===== src/rtl/seg7_scan_ctrl.sv =====
// Time-multiplexed 7-segment scan controller with dead-time guard band.
// Optional leading-zero suppression is enabled by defining SEG7_SCAN_LZS_EN.
module seg7_scan_ctrl #(
  parameter int NDIGITS  = 4,
  parameter int AW       = 2,
  parameter int PRESCALE = 50000,
  parameter int DEAD     = 16
) (
  input  logic               clk,
  input  logic               rst_n,
  input  logic               wr_en,
  input  logic [AW-1:0]      wr_addr,
  input  logic [4:0]         wr_data,
  output logic [3:0]         nibble_out,
  output logic               blank_out,
  output logic [NDIGITS-1:0] digit_an_n,
  output logic               slot_start
);

  localparam int CW = (PRESCALE > 1) ? $clog2(PRESCALE) : 1;
  localparam int PW = $clog2(NDIGITS);

  logic [CW-1:0]             cnt, cnt_nx;
  logic [PW-1:0]             ptr, ptr_nx;
  logic [NDIGITS-1:0][4:0]   dig, dig_nx;
  logic [NDIGITS-1:0]        sup;
  logic [NDIGITS-1:0]        an_nx;
  logic                      eff_blank;
  logic                      dead_nx;
`ifdef SEG7_SCAN_LZS_EN
  logic                      above_empty;
`endif

  // Outputs are derived from next-state values so the registered pins
  // line up with the registered cnt/ptr/dig on every cycle.
  always_comb begin
    cnt_nx = cnt + 1'b1;
    ptr_nx = ptr;
    if (cnt == CW'(PRESCALE - 1)) begin
      cnt_nx = '0;
      ptr_nx = (ptr == PW'(NDIGITS - 1)) ? '0 : ptr + 1'b1;
    end

    dig_nx = dig;
    if (wr_en) begin
      for (int unsigned i = 0; i < NDIGITS; i++) begin
        if (wr_addr == AW'(i)) dig_nx[i] = wr_data;
      end
    end

    sup = '0;
`ifdef SEG7_SCAN_LZS_EN
    // Walk from the most significant digit down; digit 0 is never visited.
    above_empty = 1'b1;
    for (int unsigned i = NDIGITS - 1; i >= 1; i--) begin
      sup[i]      = (dig_nx[i][3:0] == 4'h0) && above_empty;
      above_empty = above_empty && ((dig_nx[i][3:0] == 4'h0) || dig_nx[i][4]);
    end
`endif

    eff_blank = dig_nx[ptr_nx][4] | sup[ptr_nx];
    dead_nx   = (cnt_nx < CW'(DEAD));

    an_nx = '1;
    if (!dead_nx && !eff_blank) begin
      for (int unsigned i = 0; i < NDIGITS; i++) begin
        if (ptr_nx == PW'(i)) an_nx[i] = 1'b0;
      end
    end
  end

  always_ff @(posedge clk or negedge rst_n) begin
    if (!rst_n) begin
      cnt        <= '0;
      ptr        <= '0;
      for (int unsigned i = 0; i < NDIGITS; i++) dig[i] <= 5'h10;
      nibble_out <= '0;
      blank_out  <= 1'b1;
      digit_an_n <= '1;
      slot_start <= 1'b0;
    end else begin
      cnt        <= cnt_nx;
      ptr        <= ptr_nx;
      dig        <= dig_nx;
      nibble_out <= dig_nx[ptr_nx][3:0];
      blank_out  <= dead_nx | eff_blank;
      digit_an_n <= an_nx;
      slot_start <= (cnt_nx == '0);
    end
  end

endmodule


===== config.mk =====
export PLATFORM = sky130hd
export DESIGN_NAME = seg7_scan_ctrl
export DESIGN_NICKNAME = d
export VERILOG_FILES = /design/src/rtl/seg7_scan_ctrl.sv
export SDC_FILE = /design/constraint.sdc
export NUM_CORES = 1
export LEC_CHECK = 0
export CORE_ASPECT_RATIO = 1.25
export CORE_UTILIZATION = 52
export CTS_CLUSTER_SIZE = 28
export DETAILED_ROUTE_END_ITERATION = 10
export GPL_TIMING_DRIVEN = 0
export HOLD_SLACK_MARGIN = 0.08
export PLACE_DENSITY = 0.83
export SYNTH_ARGS = -nofsm -noshare
export SYNTH_HDL_FRONTEND = slang
export SYNTH_SLANG_ARGS = --single-unit

===== constraint.sdc =====
create_clock -name clk -period 2.4 [get_ports clk]
set_clock_uncertainty 0.1 [all_clocks]
set_input_delay 0.6 -clock clk [delete_from_list [all_inputs] [get_ports clk]]
set_output_delay 0.6 -clock clk [all_outputs]
set_load 0.05 [all_outputs]

==> results.sh <==
export IMPL_grt_overflow=0
export IMPL_cts_htree_levels=2
export IMPL_post_route_period_util=0.961
export IMPL_cp_cell_sequence="clkdlybuf4s50_1"
export IMPL_crit_fanout=1
export IMPL_path_clk_slew_ns=0.09
export IMPL_clock_latency_ns=0.30
export IMPL_syn_area_mm2=0.00242
export IMPL_layout_common_cells="dfrtp_1 (37), mux2_2 (19), clkdlybuf4s50_1 (17)"
export IMPL_worst_setup_path_type="register to output pin"
export IMPL_wl_per_cell_um=15.6
export IMPL_cts_tree="yes"
export IMPL_syn_area_per_cell_um2=12.5
export IMPL_ys_warn_count=0
export IMPL_drc=0
export IMPL_hpwl_um=3140
export IMPL_die_area_mm2=0.00493
export IMPL_drt_total_wl_um=4560
export IMPL_drt_iter0_drc=89
export IMPL_synth_fp_nets=207
export IMPL_synth_cell_types=49
export IMPL_hp_class="register to register"
export IMPL_status="finished clean"
export IMPL_ys_ff_latch=48
export IMPL_instances_no_fill=293
export IMPL_cp_top_family="buffers and inverters"
export IMPL_cts_buffers_inserted=5
export IMPL_vias=1624
export IMPL_core_mm2=0.00443
export IMPL_worstMarginPinSlew_ns=0.560
export IMPL_cts_sinks=48
export IMPL_drv_cap=0
export IMPL_max_stage_delay_ns=0.79
export IMPL_detail_route_antenna_nets=0
export IMPL_cts_root_buf="clkbuf_8"
export IMPL_gp_congestion=0.851
export IMPL_cp_slowest_cell="clkdlybuf4s50_1"
export IMPL_viasPerCell=5.54
export IMPL_end_kind="output pin"
export IMPL_grt_max_degree=40
export IMPL_start_kind="register"
export IMPL_worstPathArrival_ns=1.61
export IMPL_die_h_um=78.3
export IMPL_numPortBuffers=19
export IMPL_die_w_um=63.0
export IMPL_fin_nets=247
export IMPL_async_reset_ff_frac=1.00
export IMPL_grt_pass1_vias=1708
export IMPL_syn_inst=194
export IMPL_fin_area_mm2=0.00297
export IMPL_final_util=0.670
export IMPL_synth_edf_count=0
export IMPL_area_delta_synth_final_pct=22.6
export IMPL_synthFlopType="dfrtp_1"
export IMPL_rsz0062_at_grt="false"
export IMPL_grt_first_pass_wirelength_um=7800
export IMPL_p_leak_nw=1.35
export IMPL_start_util=0.547
export IMPL_power_density_mw_per_mm2=602
export IMPL_relSlewSlack=0.623
export IMPL_rrSetupSlack_ns=0.13
export IMPL_antenna_found_initial=0
export IMPL_peakVddDrop_v=0.000475
export IMPL_rows=27
export IMPL_grt_use_total=0.204
export IMPL_finalHoldViolCount=0
export IMPL_fmax_ghz=0.434
export IMPL_cp_num_buf_inv=1
export IMPL_insertedDiodeCount=0
export IMPL_drive_above_1_share=0.353
export IMPL_power_mw=1.79
export IMPL_ios=20
export IMPL_placed_area_mm2=0.00270
export IMPL_layout_commonest_cell="dfrtp_1"
export IMPL_placed_cells=272
export IMPL_setup_viol=0
export IMPL_drtPass1Iterations=4
export IMPL_required_ns=1.70
export IMPL_fin_hold_ws_ns=0.401
export IMPL_clock_path_buffers=2
export IMPL_maxSlewViolCount=0
export IMPL_period_needed_ns=2.31
export IMPL_yosysSeqAreaShare=0.501
layer usage:
metal	vias up	wire length, um	track usage
li1	781	-	-
met1	807	1950	0.244
met2	23	2390	0.361
met3	13	78	0.0305
met4	0	138	0.0907
met5	-	0	0
synth_stat cells, types with 2 or more instances:
cell | count | area [um2]
dfrtp_1 | 39 | 976
mux2_2 | 20 | 225
mux2i_1 | 15 | 150
nand2_1 | 10 | 37.5
dfstp_2 | 9 | 236
nor2_1 | 9 | 33.8
xor2_1 | 8 | 70.1
nand3_1 | 6 | 30.0
xnor2_1 | 6 | 52.6
buf_2 | 5 | 25.0
inv_1 | 5 | 18.8
nand4_1 | 5 | 31.3
nor3_1 | 4 | 20.0
buf_4 | 3 | 22.5
ha_1 | 3 | 37.5
nand4b_1 | 3 | 26.3
a311oi_1 | 2 | 17.5
and2_2 | 2 | 15.0
and3_1 | 2 | 12.5
and3_2 | 2 | 15.0
mux2i_4 | 2 | 45.0
nand3b_1 | 2 | 15.0
nor3b_1 | 2 | 15.0
nor4_1 | 2 | 12.5
nor4_2 | 2 | 25.0
nor4b_1 | 2 | 17.5
o21ai_0 | 2 | 10.0
flip-flops by register name, summed over array words and instances, names as in the netlist:
name / cells
dig: 20
nibble_out: 4
digit_an_n: 4
slot_start: 1
cnt: 16
ptr: 2
blank_out: 1
stage by stage:
| step | TNS (ns) | setup slack (ns) |
|---|---|---|
| 2_1_floorplan | 0 | 0.122 |
| 3_3_place_gp | -30.65 | -0.679 |
| 3_5_place_dp | -3.08 | -0.724 |
| 4_1_cts | 0 | 0.000340 |
| 5_1_grt | 0 | 0.0102 |
| 6_report | 0 | 0.0934 |
layout make-up:
type / count / area, um2
repair buffers: 33 / 304
inverters: 5 / 18.8
clock inverters: 2 / 35.0
flip-flops and latches: 48 / 1210
clock buffers: 6 / 72.6
fillers: 333 / 1460
multi-input cells: 131 / 1180
well taps: 58 / 72.6
plain buffers: 10 / 66.3
timing repair:
| item | 4_1_cts | 5_1_grt |
|---|---|---|
| hold buffers | 1 | 0 |
| cloned | 0 | 0 |
| buffers inserted | 1 | 11 |
| endpoints found under the setup margin | 9 | 10 |
| pin swaps | 0 | 1 |
| resized for setup | 9 | 5 |
| endpoints found under the hold margin | 9 | 0 |
cells by family (layout without fill, tap and decap cells):
group                    Yosys count  in the layout  share of synthesized area
buffers and inverters             15             56                     0.0336
XOR/XNOR                          14             14                     0.0507
multiplexers                      38             38                      0.185
adder cells (fa/ha/maj)            3              3                     0.0155
AO/OA/AOI/OAI                     14             14                     0.0491
flip-flops                        48             48                      0.501
AND/OR/NAND/NOR                   62             62                      0.165
final timing paths:
kind,from,to,cells past startpoint
min in group asynchronous,rst_n,cnt[8]$_DFF_PN0_,2
max,digit_an_n[3]$_DFF_PN1_,digit_an_n[3],1
min,dig[7]$_DFF_PN0_,dig[7]$_DFF_PN0_,1
min reg2reg,dig[7]$_DFF_PN0_,dig[7]$_DFF_PN0_,1
max reg2reg,cnt[5]$_DFF_PN0_,nibble_out[3]$_DFF_PN0_,8
max in group asynchronous,rst_n,dig[14]$_DFF_PN1_,3
where the power goes:
group          switching, mW  total, mW  internal [mW]
logic                  0.159      0.293          0.133
clock network          0.259      0.569          0.309
registers             0.0210      0.924          0.903
No activity file was read; power rests on OpenSTA's default activity.
